==> config.mk <==
export PLATFORM = sky130hd
export DESIGN_NAME = req_pending_latch
export DESIGN_NICKNAME = d
export VERILOG_FILES = /design/src/rtl/req_pending_latch_pkg.sv /design/src/rtl/req_edge_detect.sv /design/src/rtl/req_pending_latch.sv
export SDC_FILE = /design/constraint.sdc
export NUM_CORES = 1
export LEC_CHECK = 0
export ABC_AREA = 1
export ABC_CLOCK_PERIOD_IN_PS = 1600
export CAP_MARGIN = 20
export CORE_UTILIZATION = 49
export DETAILED_ROUTE_END_ITERATION = 8
export PLACE_DENSITY = 0.74
export SYNTH_ARGS = -nofsm -noshare
export SYNTH_HDL_FRONTEND = slang
export SYNTH_SLANG_ARGS = --single-unit
==> constraint.sdc <==
create_clock -name clk -period 1.6 [get_ports clk]
set_input_delay 0.48 -clock clk [delete_from_list [all_inputs] [get_ports clk]]
set_output_delay 0.48 -clock clk [all_outputs]
set_load 0.01 [all_outputs]
==> src/rtl/req_pending_latch_pkg.sv <==
// Shared definitions for the request-pending latch.
//   NSRC   : number of request sources
//   IDX_W  : width of an encoded source index
//   state_t: grant FSM states
package req_pending_latch_pkg;

  localparam int NSRC  = 4;
  localparam int IDX_W = 2;

  typedef enum logic [1:0] {
    IDLE   = 2'd0,
    GRANT  = 2'd1,
    SETTLE = 2'd2
  } state_t;

endpackage

==> src/rtl/req_edge_detect.sv <==
// Rising-edge detector for the raw request lines.
//   clk  : clock
//   rst  : synchronous active-high reset, clears the edge history
//   req  : raw request lines
//   rise : 1 for each line that is high now and was low last cycle
// Because the history clears to 0, a line already high in the first
// cycle after reset shows up as a rise.
module req_edge_detect
  import req_pending_latch_pkg::*;
(
  input  logic            clk,
  input  logic            rst,
  input  logic [NSRC-1:0] req,
  output logic [NSRC-1:0] rise
);

  logic [NSRC-1:0] req_p0;

  // stage p0: previous-cycle request history
  always_ff @(posedge clk) begin
    if (rst) begin
      req_p0 <= '0;
    end else begin
      req_p0 <= req;
    end
  end

  assign rise = req & ~req_p0;

endmodule

==> src/rtl/req_pending_latch.sv <==
// Captures request rising edges into a pending vector, presents the
// unmasked part to an external priority encoder, and runs a three-state
// grant handshake (IDLE -> GRANT -> SETTLE) with a timeout.
//   clk         : clock
//   rst         : synchronous active-high reset, overrides everything
//   req         : raw request lines, bit 3 highest priority
//   mask        : 1 hides a pending bit from the encoder (bit stays captured)
//   pending     : registered pending vector & ~mask, to the encoder
//   enc_idx     : encoder result index
//   enc_valid   : encoder result valid
//   grant_id    : index of the granted source
//   grant_valid : grant offered (high throughout GRANT)
//   grant_ack   : consumer accepts the grant (ignored outside GRANT)
//   timeout_err : one-cycle pulse when a grant is abandoned
//   grant_count : saturating count of acknowledged grants
module req_pending_latch
  import req_pending_latch_pkg::*;
#(
  parameter int TIMEOUT = 15,
  parameter int CNT_W   = 8
)
(
  input  logic             clk,
  input  logic             rst,
  input  logic [NSRC-1:0]  req,
  input  logic [NSRC-1:0]  mask,
  output logic [NSRC-1:0]  pending,
  input  logic [IDX_W-1:0] enc_idx,
  input  logic             enc_valid,
  output logic [IDX_W-1:0] grant_id,
  output logic             grant_valid,
  input  logic             grant_ack,
  output logic             timeout_err,
  output logic [CNT_W-1:0] grant_count
);

  localparam int              TCNT_W = 8;
  localparam logic [TCNT_W-1:0] TLAST = TCNT_W'(TIMEOUT - 1);

  state_t              state;
  state_t              state_nxt;
  logic [NSRC-1:0]     rise;
  logic [NSRC-1:0]     pending_p1;
  logic [NSRC-1:0]     clr;
  logic [TCNT_W-1:0]   tcnt;
  logic                do_latch;
  logic                do_ack;
  logic                do_timeout;

  function automatic logic [CNT_W-1:0] sat_inc(input logic [CNT_W-1:0] v);
    return (&v) ? v : v + 1'b1;
  endfunction

  req_edge_detect u_edge (
    .clk  (clk),
    .rst  (rst),
    .req  (req),
    .rise (rise)
  );

  // FSM state register
  always_ff @(posedge clk) begin
    if (rst) begin
      state <= IDLE;
    end else begin
      state <= state_nxt;
    end
  end

  // FSM next state and per-cycle actions; ack wins over a timeout
  // landing in the same cycle.
  always_comb begin
    state_nxt  = state;
    do_latch   = 1'b0;
    do_ack     = 1'b0;
    do_timeout = 1'b0;
    case (state)
      IDLE: begin
        if (enc_valid) begin
          do_latch  = 1'b1;
          state_nxt = GRANT;
        end
      end
      GRANT: begin
        if (grant_ack) begin
          do_ack    = 1'b1;
          state_nxt = SETTLE;
        end else if (tcnt == TLAST) begin
          do_timeout = 1'b1;
          state_nxt  = SETTLE;
        end
      end
      SETTLE: begin
        state_nxt = IDLE;
      end
      default: begin
        state_nxt = IDLE;
      end
    endcase
  end

  // Clear targets the latched grant_id, not the masked view, so a mask
  // raised during GRANT still retires the captured bit on ack.
  always_comb begin
    clr = '0;
    if (do_ack) begin
      clr[grant_id] = 1'b1;
    end
  end

  // stage p1: pending vector, grant bookkeeping and timeout counter.
  // A rise in the same cycle as a clear re-sets the bit (set wins).
  always_ff @(posedge clk) begin
    if (rst) begin
      pending_p1  <= '0;
      grant_id    <= '0;
      timeout_err <= 1'b0;
      grant_count <= '0;
      tcnt        <= '0;
    end else begin
      pending_p1  <= (pending_p1 & ~clr) | rise;
      timeout_err <= do_timeout;
      if (do_latch) begin
        grant_id <= enc_idx;
      end
      if (do_ack) begin
        grant_count <= sat_inc(grant_count);
      end
      // Counts only while staying in GRANT; zero on entry and elsewhere.
      if ((state == GRANT) && (state_nxt == GRANT)) begin
        tcnt <= tcnt + 1'b1;
      end else begin
        tcnt <= '0;
      end
    end
  end

  assign grant_valid = (state == GRANT);
  assign pending     = pending_p1 & ~mask;

endmodule

==> flow_summary.yaml, run 1 <==
outcome:
  outcome: "complete, no violations"
layout:
  finalInstanceArea_mm2: 0.00174
  syn_to_final_growth_pct: 32.2
  drive_gt1_share_pct: 16.4
  diodes: 0
  finalNetCount: 241
  fin_util_pct: 69.6
  instances_no_fill: 255
floorplanning:
  die_h_um: 53.8
  fp.dieArea_mm2: 0.00290
  num_io_pins: 30
  start_util_pct: 52.7
  rows: 18
  coreArea_mm2: 0.00250
  die_w_um: 53.8
synthesis:
  synth_seq_cells: 29
  synth.area.top_cells: "dfxtp_1 (44%), nor2_1 (11%), nand2_1 (8.8%), inv_1 (7.7%), nand3_1 (5.3%)"
  ys_seq_area_share_pct: 44.1
  yosysWarnings: 0
  synth_cell_types: 23
  synth_top_area_cell: "dfxtp_1"
  avgSynthCellArea_um2: 7.27
  post-synth-top-area-fraction_pct: 44.1
  syn-num-nets: 198
  netlist_area_mm2: 0.00132
  synth_cells: 181
detailed_routing:
  vias_per_cell: 4.84
  drc_errors: 0
  wirelength_mm: 2.51
  drt_pass1_iterations: 4
  vias: 1233
  antenna_left: 0
  avgRoutedWirePerCell_um: 9.86
  drt_iter0_drc: 15
power_and_ir_drop:
  p_per_area_mw_per_mm2: 762
  comb_power_share_pct: 11.1
  ir_drop_mv: 0.692
  p_sw_uw: 328
  p_sw_share_pct: 24.7
  intPower_uw: 998
  p_leak_uw: 0.000842
  power_frac_seq_pct: 57.4
  pwr-share-clk_pct: 31.5
  finalPower_uw: 1330
grt:
  grt-ovfl-total: 0
  grt_pass1_vias: 1056
  grt_max_degree: 15
  track_usage_pct: 21.2
  grt_pass1_wl_mm: 4.24
  antenna_found_initial: 0
timing:
  period_minus_slack_ns: 1.57
  rsz0062_at_grt: "false"
  max_freq_mhz: 637
  slew_headroom_pct: 75.3
  timing.final.ws_setup_ns: 0.0310
  final_max_slew_viol_count: 0
  skew_ns: 0.00238
  hold_viol: 0
  tightestPinTransition_ns: 0.369
  post-route-period-util_pct: 98.1
  setup_viol: 0
critical_path:
  crit_type: "input port to primary output"
  critPathRequiredTime_ns: 1.12
  crit_family: "buffers and inverters"
  cp_num_buf_inv: 2
  crit_slowest_cell: "clkdlybuf4s50_1"
  start_kind: "input port"
  cp-end-kind: "primary output"
  crit_chain: "clkdlybuf4s50_1, nor2_1, buf_2"
  arrival_ns: 1.09
  worstPathMaxFanout: 1
  critPathMaxStageDelay_ns: 0.45
  rrSetupSlack_ns: 0.31
clock_network:
  cts_tree: "yes"
  path_clk_slew_ns: 0.08
  clk_path_buf_depth: 2
  postCtsSetupBuffers: 0
  hold_buffers: 0
  cts_root_buf: "clkbuf_4"
  htree_levels: 2
  clock-sinks: 29
  clkLatencyLatePin_ns: 0.33
  cts_inserted_buffers: 5
placement:
  post_dp_cell_area_mm2: 0.00171
  hpwl_mm: 1.96
  dp_cells: 247
  finalWeightedCongestion: 0.754
  pre_cts_slack_ns: -0.414
  numPortBuffers: 29
worst_hold_path:
  hp-class: "flop to flop"
job:
  maxCapViolations: 0
## cells in the final DEF (no fill, tap or decap)
cell type / netlist / layout
xnor2_1: 1 / 1
nand3b_1: 1 / 1
clkinv_2: 0 / 1
nand2_2: 1 / 1
dfxtp_2: 0 / 5
inv_2: 1 / 1
a21oi_1: 11 / 11
clkbuf_1: 1 / 3
nor2_1: 37 / 37
nand3_1: 14 / 14
inv_1: 27 / 27
buf_12: 0 / 1
ha_1: 3 / 3
clkbuf_4: 0 / 5
dlymetal6s2s_1: 0 / 3
nand4_1: 5 / 5
a31oi_1: 1 / 1
dlygate4sd2_1: 0 / 11
nand2_1: 31 / 31
xor2_1: 3 / 3
nor2_2: 3 / 3
buf_2: 0 / 4
a21oi_2: 1 / 1
clkdlybuf4s15_2: 0 / 1
dfxtp_1: 29 / 24
nand2_4: 2 / 2
clkdlybuf4s50_1: 0 / 10
nor2_4: 2 / 2
o21ai_0: 3 / 3
buf_4: 0 / 8
nor3_2: 2 / 2
## registers in the layout, summed over array words and instances (netlist names)
signal         count
pending_p1         4
state              2
grant_count        8
u_edge.req_p0      4
timeout_err        1
grant_id           2
tcnt               8
## through the flow
stage | TNS [ns] | hold WS [ns]
after global routing | 0 | 0.509
after floorplan | 0 | 0.430
final | 0 | 0.471
after detailed placement | -2.47 | 0.454
after CTS | 0 | 0.474
after global placement | -2.03 | 0.443
## area by class of cell
cell class,instances,area [um2]
Clock buffer,8,48.8
Fill cell,220,759
Inverter,29,110
Multi-Input combinational cell,121,612
Sequential cell,29,587
Tap cell,30,37.5
Timing Repair Buffer,38,345
## final timing paths
| kind | startpoint | to | cells past startpoint |
|---|---|---|---|
| hold / removal | tcnt[0] | tcnt[0] | 1 |
| setup reg to reg | grant_count[0] | grant_count[7] | 8 |
| setup / recovery | mask[0] | pending[0] | 3 |
| hold reg to reg | tcnt[0] | tcnt[0] | 1 |
## routing by layer
layer | track usage [%] | up-vias | share of wire [%] | routed length (um)
met5 | 0 | - | 0 | 0
met4 | 10.5 | 0 | 2.1 | 53
met3 | 8.47 | 8 | 5.9 | 149
met2 | 35.4 | 33 | 50 | 1250
met1 | 23.1 | 540 | 42 | 1060
li1 | - | 652 | - | -
## synth_stat cells (all sizes together)
master	instances
nor2	42
nand2	34
dfxtp	29
inv	28
nand3	14
a21oi	12
nand4	5
ha	3
o21ai	3
xor2	3
nor3	2
a31oi	1
buf	1
clkbuf	1
clkinv	1
nand3b	1
xnor2	1
## worst reg2reg max path, cell delays in order, from the launching register on
cell     delay (ns)
dfxtp_2        0.37
ha_1           0.21
nand2_2        0.10
nor2_4         0.13
nand2_4        0.11
nand2_4        0.10
nor2_1         0.04
nor2_1         0.08
nor2_1         0.05
## what timing repair did
| item | CTS | global route |
|---|---|---|
| gates resized for setup | 35 | 4 |
| endpoints found under the setup margin | 16 | 5 |
| pin swaps | 1 | 4 |
| hold endpoints to repair | 0 | 0 |
## cell families (layout without fill, tap and decap cells)
| family | count (synthesis) | count (layout) | share of synthesized area, % |
|---|---|---|---|
| DFF | 29 | 29 | 44.1 |
| and+or+nand+nor | 98 | 98 | 34.5 |
| adders and majority gates | 3 | 3 | 2.85 |
| xor gates and xnor gates | 4 | 4 | 2.66 |
| AOI/OAI and AO/OA | 16 | 16 | 6.46 |
| buffers and inverters | 31 | 75 | 9.41 |
## power groups by stage
stage	sequential (uW)	combinational [uW]	clock, uW
after global routing	764	165	459
after global placement	777	156	0
after detailed placement	777	159	0
after CTS	761	150	431
final	761	147	418
after floorplan	778	69.8	0
Note: power is estimated with default switching activity, not from simulation.
==> inputs of run 2 (changes only) <==
- CAP_MARGIN: 20 -> default
- CORE_MARGIN: default -> 2
==> flow_summary.yaml, run 2 (synthesis results as in run 1) <==
outcome:
  outcome: "complete, no violations"
placement:
  hpwl_mm: 2.16
  dp_cells: 248
  finalWeightedCongestion: 0.844
  numPortBuffers: 29
grt:
  grt_pass1_vias: 1180
  grt_pass1_wl_mm: 4.75
  grt-ovfl-total: 0
  track_usage_pct: 19.7
  grt_max_degree: 16
  antenna_found_initial: 0
clock_network:
  clk_path_buf_depth: 2
  clock-sinks: 29
  clkLatencyLatePin_ns: 0.33
  htree_levels: 2
  cts_root_buf: "clkbuf_4"
  cts_tree: "yes"
  cts_inserted_buffers: 5
  path_clk_slew_ns: 0.08
  hold_buffers: 0
critical_path:
  critPathRequiredTime_ns: 1.12
  crit_end: "pending[0]"
  r2r-end: "grant_count[7]"
  worstPathMaxFanout: 1
  crit_type: "input port to primary output"
  cp-startpoint: "mask[0]"
  cp-end-kind: "primary output"
  rrSetupSlack_ns: 0.24
  start_kind: "input port"
  arrival_ns: 1.10
  r2r-start: "grant_count[1]"
  worst_r2r_path_depth: 9
timing:
  rsz0062_at_grt: "false"
  skew_ns: 0.00414
  post-route-period-util_pct: 98.8
  whs_ns: 0.462
  period_minus_slack_ns: 1.58
  slew_headroom_pct: 74.8
  final_max_slew_viol_count: 0
  hold_viol: 0
  max_freq_mhz: 632
  setup_viol: 0
  finalSetupTns_ns: 0
  tightestPinTransition_ns: 0.376
detailed_routing:
  avgRoutedWirePerCell_um: 10.8
  drt_pass1_iterations: 4
  wirelength_mm: 2.76
  drt_iter0_drc: 28
  antenna_left: 0
  drc_errors: 0
  vias_per_cell: 4.99
  vias: 1272
power_and_ir_drop:
  ir_drop_mv: 0.776
  p_leak_uw: 0.000851
  p_per_area_mw_per_mm2: 776
worst_hold_path:
  hp-class: "flop to flop"
  min_from: "tcnt[0]"
floorplanning:
  rows: 18
  start_util_pct: 52.2
  fp.dieArea_mm2: 0.00312
  die_h_um: 55.8
  coreArea_mm2: 0.00252
  num_io_pins: 30
  die_w_um: 55.8
layout:
  syn_to_final_growth_pct: 32.7
  seq_area_um2: 583
  final_cell_mix: "nor2_1 (37), nand2_1 (30), inv_1 (27), dfxtp_1 (27), nand3_1 (14)"
  layout_commonest_cell: "nor2_1"
  instances_no_fill: 255
  reg.largest.list: "grant_count (8), tcnt (8)"
  drive_gt1_share_pct: 16.4
  diodes: 0
  multiInputGateArea_um2: 614
  finalNetCount: 242
  num-fill-cells: 229
  fin_util_pct: 69.2
job:
  maxCapViolations: 0
[run 2: how the worst min path moves through the flow]
stage              end  slack [ns]  depth (start not counted)
3_5_place_dp   tcnt[0]        0.45                          1
2_1_floorplan  tcnt[0]        0.43                          1
4_1_cts        tcnt[0]        0.47                          1
5_1_grt        tcnt[0]        0.50                          1
3_3_place_gp   tcnt[0]        0.44                          1
6_report       tcnt[0]        0.46                          1
[run 2: critical path: stages]
cell,delay [ns]
clkdlybuf4s50_1,0.46
nor2_1,0.04
buf_2,0.12
[run 2: cell type report]
| class | count | area share [%] |
|---|---|---|
| Tap cell | 30 | 2.15 |
| Sequential cell | 29 | 33.4 |
| Inverter | 29 | 6.30 |
| Clock buffer | 7 | 3.15 |
| Multi-Input combinational cell | 121 | 35.2 |
| Timing Repair Buffer | 39 | 19.8 |
[run 2: timing repair]
action                                  in CTS  in global routing
endpoints found under the setup margin      16                  4
pin swaps                                    1                  3
setup buffers                                0                  0
resized for setup                           33                  4
[run 2: metal layers]
metal | GRT usage, % | wire length (um) | vias to the layer above
met1 | 19.8 | 1060 | 586
li1 | - | - | 651
met2 | 36.4 | 1490 | 28
met4 | 8.16 | 53 | 0
met3 | 7.21 | 157 | 7
met5 | 0 | 0 | -
[run 2: power by group]
part	internal (uW)	switching, uW	total [uW]
clock	207	240	447
combinational	75.0	71.7	147
sequential	746	15.7	762
[run 2: through the flow]
stage	area (um2)	total power, uW	worst slack, ns
after floorplan	1320	847	0.322
after detailed placement	1720	938	-0.405
after global routing	1750	1420	0.00232
after CTS	1740	1370	0.00432
final	1750	1360	0.0187
after global placement	1720	932	-0.391
